--- config.mk ---
export PLATFORM = sky130hd
export DESIGN_NAME = alu_flat
export DESIGN_NICKNAME = d
export VERILOG_FILES = /design/src/rtl/alu_if.sv /design/src/rtl/alu.sv /design/src/flat_wrapper.sv
export SDC_FILE = /design/constraint.sdc
export NUM_CORES = 1
export LEC_CHECK = 0
export CAP_MARGIN = 10
export CELL_PAD_IN_SITES_DETAIL_PLACEMENT = 1
export CELL_PAD_IN_SITES_GLOBAL_PLACEMENT = 2
export CORE_MARGIN = 5
export CORE_UTILIZATION = 34
export CTS_BUF_LIST = sky130_fd_sc_hd__clkbuf_4
export DETAILED_ROUTE_END_ITERATION = 7
export GPL_ROUTABILITY_DRIVEN = 1
export PLACE_DENSITY_LB_ADDON = 0.1
export SYNTH_ARGS = -nofsm -noshare
export SYNTH_HDL_FRONTEND = slang
export SYNTH_SLANG_ARGS = --single-unit
export TNS_END_PERCENT = 1
--- constraint.sdc ---
create_clock -name clk -period 7.9 [get_ports clk]
set_clock_uncertainty 0.2 [all_clocks]
set_input_delay 1.58 -clock clk [delete_from_list [all_inputs] [get_ports clk]]
set_output_delay 1.58 -clock clk [all_outputs]
set_load 0.02 [all_outputs]
--- src/rtl/alu_if.sv ---
// alu_if.sv - shared ALU definitions and the ALU operand/result bundle.
//
// common_pkg carries the datapath width and the ALU_ctrl_t operation
// encoding used by the execute stage. The ALU_EXT_OPS_EN macro selects
// whether the ALU implements the extended encodings.
//
// alu_if groups the operand/control inputs and the registered results:
//   ALU_ctrl   operation select (ALU_ctrl_t)
//   data_in_A  operand A
//   data_in_B  operand B
//   valid_in   operands and control valid this cycle
//   data_out   registered result
//   zero       registered, high when data_out == 0
//   overflow   registered signed overflow for ADD/SUB
//   valid_out  valid_in delayed by one cycle
// The master modport drives operands; the slave modport is the ALU itself.

package common_pkg;

  parameter int RISC_V_DATA_WIDTH = 64;

  typedef enum logic [3:0] {
    ALU_AND  = 4'b0000,
    ALU_OR   = 4'b0001,
    ALU_ADD  = 4'b0010,
    ALU_XOR  = 4'b0011,
    ALU_SLL  = 4'b0100,
    ALU_SRL  = 4'b0101,
    ALU_SUB  = 4'b0110,
    ALU_SLT  = 4'b0111,
    ALU_SLTU = 4'b1000,
    ALU_NOR  = 4'b1100,
    ALU_SRA  = 4'b1101
  } ALU_ctrl_t;

endpackage

interface alu_if;
  import common_pkg::*;

  ALU_ctrl_t                    ALU_ctrl;
  logic [RISC_V_DATA_WIDTH-1:0] data_in_A;
  logic [RISC_V_DATA_WIDTH-1:0] data_in_B;
  logic                         valid_in;
  logic [RISC_V_DATA_WIDTH-1:0] data_out;
  logic                         zero;
  logic                         overflow;
  logic                         valid_out;

  modport master (
    output ALU_ctrl, data_in_A, data_in_B, valid_in,
    input  data_out, zero, overflow, valid_out
  );

  modport slave (
    input  ALU_ctrl, data_in_A, data_in_B, valid_in,
    output data_out, zero, overflow, valid_out
  );

endinterface

--- src/rtl/alu.sv ---
// alu.sv - registered integer ALU for the execute stage.
//
// Computes AND/OR/ADD/SUB (and, when ALU_EXT_OPS_EN is defined, XOR, SLL,
// SRL, SRA, SLT, SLTU, NOR) from two operands every cycle. Result, zero
// flag and signed overflow are registered, giving a one-cycle latency and
// one operation per cycle. valid_in only qualifies valid_out.
//
// Ports:
//   clk  rising-edge clock
//   rst  synchronous active-high reset
//   bus  alu_if.slave (operands, control, registered results)
//
// Configuration macro: ALU_EXT_OPS_EN (undefined -> base ops only; the
// extended codes then fall into the default case and give result 0).

module alu
  import common_pkg::*;
(
  input logic   clk,
  input logic   rst,
  alu_if.slave  bus
);

  localparam int W = RISC_V_DATA_WIDTH;

  logic [W-1:0] sum;
  logic [W-1:0] diff;
  logic [W-1:0] result;
  logic         ovf;

`ifdef ALU_EXT_OPS_EN
  logic [5:0] shamt;
  assign shamt = bus.data_in_B[5:0];
`endif

  assign sum  = bus.data_in_A + bus.data_in_B;
  assign diff = bus.data_in_A - bus.data_in_B;

  // Overflow is judged from operand and result sign bits only; every
  // non-arithmetic code leaves it low.
  always_comb begin
    result = '0;
    ovf    = 1'b0;
    case (bus.ALU_ctrl)
      ALU_AND: result = bus.data_in_A & bus.data_in_B;
      ALU_OR:  result = bus.data_in_A | bus.data_in_B;
      ALU_ADD: begin
        result = sum;
        ovf    = (bus.data_in_A[W-1] == bus.data_in_B[W-1]) &&
                 (sum[W-1] != bus.data_in_A[W-1]);
      end
      ALU_SUB: begin
        result = diff;
        ovf    = (bus.data_in_A[W-1] != bus.data_in_B[W-1]) &&
                 (diff[W-1] != bus.data_in_A[W-1]);
      end
`ifdef ALU_EXT_OPS_EN
      ALU_XOR:  result = bus.data_in_A ^ bus.data_in_B;
      ALU_SLL:  result = bus.data_in_A << shamt;
      ALU_SRL:  result = bus.data_in_A >> shamt;
      ALU_SRA:  result = W'($signed(bus.data_in_A) >>> shamt);
      ALU_SLT:  result = {{(W-1){1'b0}},
                          ($signed(bus.data_in_A) < $signed(bus.data_in_B))};
      ALU_SLTU: result = {{(W-1){1'b0}}, (bus.data_in_A < bus.data_in_B)};
      ALU_NOR:  result = ~(bus.data_in_A | bus.data_in_B);
`endif
      default: begin
        result = '0;
        ovf    = 1'b0;
      end
    endcase
  end

  // Output register stage; reset wins over any operation presented on the
  // same edge, leaving a zero result with the zero flag set.
  always_ff @(posedge clk) begin
    if (rst) begin
      bus.data_out  <= '0;
      bus.zero      <= 1'b1;
      bus.overflow  <= 1'b0;
      bus.valid_out <= 1'b0;
    end else begin
      bus.data_out  <= result;
      bus.zero      <= (result == '0);
      bus.overflow  <= ovf;
      bus.valid_out <= bus.valid_in;
    end
  end

endmodule

--- src/flat_wrapper.sv ---
// flat-port wrapper written by rule: the top's interface ports become plain ports
module alu_flat import common_pkg::*;
  (clk, rst, bus_ALU_ctrl, bus_data_in_A, bus_data_in_B, bus_valid_in, bus_data_out, bus_zero, bus_overflow, bus_valid_out);
  alu_if bus_i ();
  input logic clk;
  input logic rst;
  input wire logic [$bits(bus_i.ALU_ctrl)-1:0] bus_ALU_ctrl;
  input wire logic [$bits(bus_i.data_in_A)-1:0] bus_data_in_A;
  input wire logic [$bits(bus_i.data_in_B)-1:0] bus_data_in_B;
  input wire logic [$bits(bus_i.valid_in)-1:0] bus_valid_in;
  output wire logic [$bits(bus_i.data_out)-1:0] bus_data_out;
  output wire logic [$bits(bus_i.zero)-1:0] bus_zero;
  output wire logic [$bits(bus_i.overflow)-1:0] bus_overflow;
  output wire logic [$bits(bus_i.valid_out)-1:0] bus_valid_out;
  assign bus_i.ALU_ctrl = bus_ALU_ctrl;
  assign bus_i.data_in_A = bus_data_in_A;
  assign bus_i.data_in_B = bus_data_in_B;
  assign bus_i.valid_in = bus_valid_in;
  assign bus_data_out = bus_i.data_out;
  assign bus_zero = bus_i.zero;
  assign bus_overflow = bus_i.overflow;
  assign bus_valid_out = bus_i.valid_out;
  alu u_core (.clk(clk), .rst(rst), .bus(bus_i));
endmodule
==> impl_results.md, run 1 <==
- Status: complete, no violations
- RSZ-0062 raised after global routing: false
- Ys async rst share: 0
- DRC: 0
- Peak VDD IR: 59.84 uV
- Compound-gate portion of the synthesized area: 0.3234
- Xor/xnor share of the synthesized area: 0.02720
- DP Wirelength: 56450 um
- Initial antenna violation count: 1
- Rows: 73
- Distinct cells, synth: 88
- Period minus WS final: 7.044 ns
- Final instance area: 16050 um^2
- Cell Area, Synth: 13520 um^2
- P_leak: 6.791 nW
- Maximum root-to-sink buffer count: 2
- Setup TNS after final layout: 0 ns
- Pre-CTS setup slack: 0.5775 ns
- Hold-fix buffers, CTS: 0
- Simple-gate share of the synthesized area: 0.2317
- Worst EP arrival: 7.29 ns
- Input/output buffers: 201
- Fin util: 0.4058
- Critical path class: primary input to register
- Pin count of the biggest net entering global routing: 68
- Pwr Total: 1.787 mW
- Die Y: 209.4 um
- Layout overhead on the synthesized area: 18.68%
- Post-synthesis mux area share: 0.02516
- Vias in the first global route: 15990
- Final nets: 2481
- CTS Root Cell: clkbuf_4
- Yosys warns: 0
- Main synth FF type: dfxtp_1
- Clk sink count: 67
- Sw Pwr: 0.9097 mW
- Top cell type's share of synthesized area: 0.1906
- Clock network power share: 0.163
- Final cell count without fillers: 2669
- Max FO, Critical Path: 9
- Cell Int Power: 0.8772 mW
- PnR worst setup slack: 0.8562 ns
- Final hold vios: 0
- Post-synth top cells: 236 x a21oi_1, 218 x inv_1, 208 x nor2_1
- Initial Util: 0.3420
- Setup Viol. Count Final: 0
- Most common cell in the netlist: a21oi_1
- Combinational power share: 0.632
- EDFF count, synth: 0
- CP required: 8.15 ns
- Main combinational cell family by area after synthesis: compound AO/OA/AOI/OAI gates
- Rel. slew slack: 0.1885
- Grt total ovfl: 0
- H-Tree Depth: 3
- Vias: 16070
- PostCTS Resize Cnt: 0
- Hold Path Class: primary input to register
- Share of layout cells above drive strength 1: 0.03826
- Sequential share of power: 0.205
- Setup crit end kind: register
- Core area: 39550 um^2
- Final worst path period share: 0.8916
- Synthesized net count: 2350
- First-pass GRT wire length: 102200 um
- Initial DRC count: 1379
- CTS buffer count: 9
- Adder-cell share of the synthesized area: 0.1935
- I/O pin cnt: 202
- Switch share: 0.5091
- Max cap viols: 0
- Routed wire length: 69140 um
- Pre-Repair DR Iteration Count: 5
- Overall routing resource usage: 0.2989
- Yosys top cell by area: ha_1
- CTS tree: done
- Cells after Synth: 2007
- Final Max Tran Viols: 0
- Placed Area: 15890 um^2
- Final hold slack: 1.459 ns
- Worst-Margin Slew: 1.187 ns
- Die area: 43870 um^2
- CTS clk-pin slew, worst paths: 0.14 ns
- Drt via density: 6.022
- Power density cells: 111.3 nW/um^2
- Number of synthesized register bits: 67
- Synth top area cells: ha_1 19%, dfxtp_1 9.9%, a21oi_1 8.7%
- DP Cell Count: 2652
- Fmax: 0.1420 GHz
- Die W: 209.4 um
- Syn Area/Cell: 6.739 um^2
- Final ANT Viol Nets: 0
- Post-synthesis sequential area ratio: 0.09918
- GPL Wtd Cong: 0.9777
- Setup crit start kind: primary input
- Post-CTS Setup Bufs: 0
- Wirelength per Cell: 25.91 um
state kept, by name, indices dropped and copies added, names as in the netlist:
| name | cells |
|---|---|
| u_core.bus.zero | 1 |
| u_core.bus.valid_out | 1 |
| u_core.bus.overflow | 1 |
| u_core.bus.data_out | 64 |
cells by family (layout without fill, tap and decap cells):
logic type,Yosys count,count (layout)
fa+ha+maj,208,208
simple gates,649,649
flops,67,67
other cells,0,1
xor+xnor,42,42
buf+inv,329,465
mux,34,34
compound gates,678,678
worst max-delay path: stages:
cell	delay [ns]
clkdlybuf4s50_1	0.52
inv_1	0.06
ha_1	0.44
nor3_1	0.11
o311ai_1	0.47
a31oi_1	0.36
o31ai_1	0.73
a211oi_2	0.24
o31ai_1	0.57
o221ai_1	0.32
a221o_1	0.49
a31oi_1	0.42
mux2i_1	0.28
nand3_1	0.11
a211oi_1	0.36
a41o_1	0.21
cell usage in the layout, fill, tap and decap left out, drive strengths merged, types with 26 or more instances in the layout:
master and instances:
nor2b 33, xnor2 40, nand2 148, clkdlybuf4s50 199, nor4 48, a21oi 236, a211oi 50, o31ai 43
inv 218, nor3 48, mux2i 34, o211ai 38, o21bai 26, nand4 41, o21ai 111, nor2 208
ha 206, nand3 52, buf 30, dfxtp 67
cell type report:
type / instances / area (um^2)
inverters: 220 / 825.8
repair buffers: 229 / 2215
clock inverters: 7 / 92.59
fillers: 5063 / 23500
well taps: 525 / 656.9
flip-flops and latches: 67 / 1341
clock buffers: 9 / 67.56
diodes: 1 / 2.502
multi-input cells: 1611 / 10850
power by group through the flow:
| stage | sequential (mW) | combinational (mW) | clock [mW] |
|---|---|---|---|
| floorplan | 0.397 | 0.650 | 0 |
| global placement | 0.374 | 1.09 | 0 |
| detailed placement | 0.374 | 1.10 | 0 |
| CTS | 0.366 | 1.11 | 0.298 |
| global route | 0.369 | 1.21 | 0.306 |
| finish | 0.366 | 1.13 | 0.291 |
routing by layer:
metal	track usage	vias to the layer above	wire length, um
met2	0.4814	581	31020
met3	0.04843	88	4705
li1	-	7467	-
met5	0	-	0
met1	0.4178	7936	31760
met4	0.07426	0	1661
worst paths after layout:
kind,start,endpoint,slack [ns],cells after the start
setup / recovery,bus_data_in_A[2],u_core.bus.zero$_SDFF_PP1_,0.86,16
hold / removal,bus_valid_in,u_core.bus.valid_out$_SDFF_PP0_,1.46,2
Note: power is estimated with default switching activity, not from simulation.
==> inputs of run 2 (changes only) <==
--- a/config.mk
+++ b/config.mk
@@ -14,6 +14,7 @@
 export DETAILED_ROUTE_END_ITERATION = 7
 export GPL_ROUTABILITY_DRIVEN = 1
 export PLACE_DENSITY_LB_ADDON = 0.1
+export SLEW_MARGIN = 40
 export SYNTH_ARGS = -nofsm -noshare
 export SYNTH_HDL_FRONTEND = slang
 export SYNTH_SLANG_ARGS = --single-unit
==> run 2 against run 1 <==
  * Final area grew 0.34%
  * Cell count is the same
  * Largest power group unchanged
  * Via count grew 1.1%
==> impl_results.md, run 2 (same netlist as run 1, synthesis figures left out) <==
- Final cell count without fillers: 2669
- Initial Util: 0.3420
- Sw Pwr: 0.9117 mW
- Clk sink count: 67
- Final worst path period share: 0.8761
- Peak VDD IR: 47.29 uV
- Input/output buffers: 201
- Worst-Margin Slew: 0.9113 ns
- DP Wirelength: 56430 um
- Commonest non-fill, non-tap cell in the layout: a21oi_1
- Switch share: 0.5093
- Max cap viols: 0
- DP Cell Count: 2652
- Power density cells: 111.2 nW/um^2
- Initial antenna violation count: 1
- Setup Viol. Count Final: 0
- Slowest-stage cell, CP: o31ai_1
- CP required: 8.16 ns
- Biggest register: u_core.bus.data_out
- WL met2: 30780 um
- Most frequent cells in the layout: 236 x a21oi_1, 218 x inv_1, 206 x nor2_1, 206 x ha_1, 199 x clkdlybuf4s50_1
- Die Y: 209.4 um
- Final Max Tran Viols: 0
- Uppermost layer routed: met4
- I/O pin cnt: 202
- Final hold vios: 0
- Max FO, Critical Path: 9
- Rows: 73
- Pre-Repair DR Iteration Count: 5
- CTS Root Cell: clkbuf_4
- Clock network power share: 0.163
- Pin count of the biggest net entering global routing: 68
- Overall routing resource usage: 0.2979
- Cell chain of the critical path: clkdlybuf4s50_1 -> inv_1 -> ha_1 -> nor3_1 -> o311ai_1 -> a31oi_1 -> o31ai_1 -> a211oi_2 -> o31ai_1 -> o221ai_1 -> a221o_1 -> a31oi_1 -> mux2i_1 -> nand3_1 -> a211oi_1 -> a41o_1
- CTS buffer count: 9
- P_leak: 6.795 nW
- CTS clk-pin slew, worst paths: 0.14 ns
- Worst EP arrival: 7.19 ns
- RSZ-0062 raised after global routing: false
- Cell Int Power: 0.8785 mW
- DRC: 0
- Family with the most delay on the worst path: compound AO/OA/AOI/OAI gates
- Pwr Total: 1.790 mW
- Hold-fix buffers, CTS: 0
- Post-CTS Setup Bufs: 0
- Wirelength per Cell: 25.86 um
- Die W: 209.4 um
- H-Tree Depth: 3
- Routed wire length: 69030 um
- Drt via density: 6.090
- Fmax: 0.1445 GHz
- Setup crit end kind: register
- Status: complete, no violations
- Setup TNS after final layout: 0 ns
- Max reg flops: 64
- Worst path max stage delay: 0.69 ns
- Vias: 16250
- Hold Path Class: primary input to register
- M1 wire length: 32180 um
- Placed Area: 15920 um^2
- Setup crit start kind: primary input
- Initial DRC count: 1364
- Grt total ovfl: 0
- Fillers: 5045
- Die area: 43870 um^2
- Met3 wire length: 4176 um
- Critical path class: primary input to register
- Sequential share of power: 0.204
- Layout overhead on the synthesized area: 19.09%
- Final nets: 2481
- Final instance area: 16110 um^2
- Maximum root-to-sink buffer count: 2
- Rel. slew slack: 0.3909
- Combinational power share: 0.633
- CTS tree: done
- Period minus WS final: 6.921 ns
- First-pass GRT wire length: 102200 um
- Worst Path Buf+Inv: 2
- Core area: 39550 um^2
- Final ANT Viol Nets: 0
- PostCTS Resize Cnt: 0
- Share of layout cells above drive strength 1: 0.04153
- Vias in the first global route: 16070
- GPL Wtd Cong: 0.9777
run 2: cell types whose count changed in the layout (fill, tap and decap cells not counted), sizes merged:
cell	previous run	this run
inv	218	219
clkinv	5	4
run 2: cell type report:
| type | instances | area (um^2) | area share |
|---|---|---|---|
| Sequential cell | 67 | 1341 | 0.08328 |
| Clock buffer | 9 | 67.56 | 0.004195 |
| Antenna cell | 1 | 2.502 | 0.0001554 |
| Tap cell | 525 | 656.9 | 0.04079 |
| Clock inverter | 7 | 91.34 | 0.005671 |
| Inverter | 220 | 825.8 | 0.05127 |
| Multi-Input combinational cell | 1611 | 10900 | 0.6769 |
| Timing Repair Buffer | 229 | 2218 | 0.1377 |
run 2: worst paths after layout:
check  depth (start not counted)                                  to  slack, ns              from
max                           16          u_core.bus.zero$_SDFF_PP1_       0.98  bus_data_in_A[2]
min                            3  u_core.bus.data_out[58]$_SDFF_PP0_       1.43               rst
run 2: metrics by stage:
step | hold WS, ns | utilization | worst slack [ns]
2_1_floorplan | 1.470 | - | 2.720
3_3_place_gp | 1.952 | 0.4017 | 0.7293
3_5_place_dp | 1.950 | 0.4026 | 0.6006
4_1_cts | 1.399 | 0.4066 | 1.099
5_1_grt | 1.418 | 0.4072 | 0.8353
6_report | 1.426 | 0.4072 | 0.9791
run 2: power groups by stage:
stage | Combinational [mW] | Sequential (mW) | Clock, mW
CTS | 1.11 | 0.366 | 0.299
detailed placement | 1.10 | 0.374 | 0
global placement | 1.09 | 0.374 | 0
floorplan | 0.650 | 0.397 | 0
finish | 1.13 | 0.366 | 0.292
global route | 1.21 | 0.368 | 0.308
run 2: layer usage:
| layer | global-route usage | vias up |
|---|---|---|
| li1 | - | 7462 |
| met1 | 0.4279 | 8059 |
| met2 | 0.4768 | 641 |
| met3 | 0.02765 | 92 |
| met4 | 0.08213 | 0 |
| met5 | 0 | - |
==> inputs of run 3 (changes only) <==
--- a/config.mk
+++ b/config.mk
@@ -14,6 +14,7 @@
 export DETAILED_ROUTE_END_ITERATION = 7
 export GPL_ROUTABILITY_DRIVEN = 1
 export PLACE_DENSITY_LB_ADDON = 0.1
+export REMOVE_ABC_BUFFERS = 1
 export SLEW_MARGIN = 40
 export SYNTH_ARGS = -nofsm -noshare
 export SYNTH_HDL_FRONTEND = slang
==> run 3 against run 2 <==
  * Maximum frequency is 1.5% lower
  * Power is 1.5% lower
  * Non-clock buffer count is 5 higher
  * Combinational power hardly changed
  * Count of clock-buffer cells in the layout stayed put
  * Worst setup slack worse by 0.10 ns
  * Sequential power hardly changed
  * Sequential share of layout area hardly changed
  * Critical path type unchanged
  * Critical endpoint unchanged
  * Largest cell class unchanged
  * Largest power group unchanged
==> impl_results.md, run 3 (same netlist as run 1, synthesis figures left out) <==
- Rel. slew slack: 0.4325
- Met3 wire length: 3883 um
- Drt via density: 6.011
- CTS buffer count: 9
- Peak VDD IR: 59.91 uV
- Placed Area: 15950 um^2
- Combinational power share: 0.640
- Fillers: 5063
- Overall routing resource usage: 0.3002
- Uppermost layer routed: met5
- Vias in the first global route: 16740
- Most frequent cells in the layout: 236 x a21oi_1, 218 x inv_1, 206 x nor2_1, 206 x ha_1, 198 x clkdlybuf4s50_1
- Biggest register: u_core.bus.data_out
- PostCTS Resize Cnt: 0
- DP Wirelength: 55580 um
- Die Y: 209.4 um
- Critical path class: primary input to register
- Setup crit end kind: register
- CTS tree: done
- Setup crit start kind: primary input
- Max cap viols: 0
- First-pass GRT wire length: 102100 um
- Grt total ovfl: 0
- Vias: 16100
- Initial Util: 0.3420
- Pin count of the biggest net entering global routing: 68
- Final nets: 2486
- Final Max Tran Viols: 0
- Pre-Repair DR Iteration Count: 6
- Share of layout cells above drive strength 1: 0.04423
- Fmax: 0.1424 GHz
- Die area: 43870 um^2
- Rows: 73
- M1 wire length: 29670 um
- Final instance area: 16110 um^2
- Clk sink count: 67
- GPL Wtd Cong: 0.9536
- DRC: 0
- WL met2: 31900 um
- Sw Pwr: 0.9152 mW
- Status: complete, no violations
- Max reg flops: 64
- Maximum root-to-sink buffer count: 2
- Worst-Margin Slew: 0.8448 ns
- Setup TNS after final layout: 0 ns
- Core area: 39550 um^2
- CTS Root Cell: clkbuf_4
- Setup Viol. Count Final: 0
- Commonest non-fill, non-tap cell in the layout: a21oi_1
- I/O pin cnt: 202
- Final ANT Viol Nets: 0
- Initial DRC count: 1096
- RSZ-0062 raised after global routing: false
- Routed wire length: 68430 um
- Hold-fix buffers, CTS: 0
- Clock network power share: 0.154
- Power density cells: 109.4 nW/um^2
- Switch share: 0.5189
- Period minus WS final: 7.024 ns
- P_leak: 6.814 nW
- Sequential share of power: 0.206
- Worst EP arrival: 7.31 ns
- Initial antenna violation count: 8
- Max FO, Critical Path: 4
- Final hold vios: 0
- Final worst path period share: 0.8891
- Die W: 209.4 um
- H-Tree Depth: 3
- CTS clk-pin slew, worst paths: 0.16 ns
- Final hold slack: 1.365 ns
- Input/output buffers: 201
- Cell Int Power: 0.8484 mW
- Layout overhead on the synthesized area: 19.15%
- CP required: 8.19 ns
- Hold Path Class: primary input to register
- Post-CTS Setup Bufs: 0
- Wirelength per Cell: 25.55 um
[run 3: layout make-up]
class,instances,area (um^2),share of cell area
multi-input combinational,1611,10890,0.6759
antenna,5,12.51,0.0007765
clock inverter,7,67.56,0.004193
tap,525,656.9,0.04076
sequential,67,1341,0.08324
clock buffer,9,67.56,0.004193
inverter,220,825.8,0.05125
timing repair buffer,234,2251,0.1397
[run 3: power by group through the flow]
stage	registers, mW	logic [mW]	clock network [mW]
after floorplan	0.397	0.618	0
after global placement	0.371	1.09	0
after detailed placement	0.372	1.10	0
after CTS	0.365	1.11	0.285
after global routing	0.366	1.21	0.293
final	0.364	1.13	0.272
[run 3: metal layers]
| metal | vias up | GRT usage |
|---|---|---|
| met5 | - | 0 |
| met3 | 149 | 0.05501 |
| met1 | 7928 | 0.3802 |
| met2 | 528 | 0.5023 |
| met4 | 6 | 0.1242 |
| li1 | 7487 | - |
[run 3: path summary, 6_finish.rpt]
check / slack, ns / cells past startpoint / from / to
hold / removal: 1.36 / 3 / rst / u_core.bus.data_out[30]$_SDFF_PP0_
setup / recovery: 0.88 / 17 / bus_data_in_B[0] / u_core.bus.zero$_SDFF_PP1_
[run 3: critical path, stage by stage]
cell	delay [ns]
clkdlybuf4s50_1	0.51
ha_1	0.23
inv_1	0.07
fa_1	0.41
nand3b_1	0.21
a2111oi_1	0.75
nor3_1	0.13
a221oi_1	0.32
a2bb2oi_1	0.34
o2111a_1	0.24
nand3_1	0.09
nor4_2	0.58
nand4_1	0.29
nor4_1	0.75
nand4_1	0.29
nor4_2	0.31
a41o_1	0.18
[run 3: per-stage QoR]
stage          utilization  setup slack [ns]  power, mW  cells
2_1_floorplan            -             2.664      1.015   1898
3_3_place_gp        0.4025            0.3221      1.462   2657
3_5_place_dp        0.4034            0.5245      1.475   2657
4_1_cts             0.4068             1.091      1.758   2673
5_1_grt             0.4074            0.8409      1.870   2677
6_report            0.4074            0.8764      1.764   2678
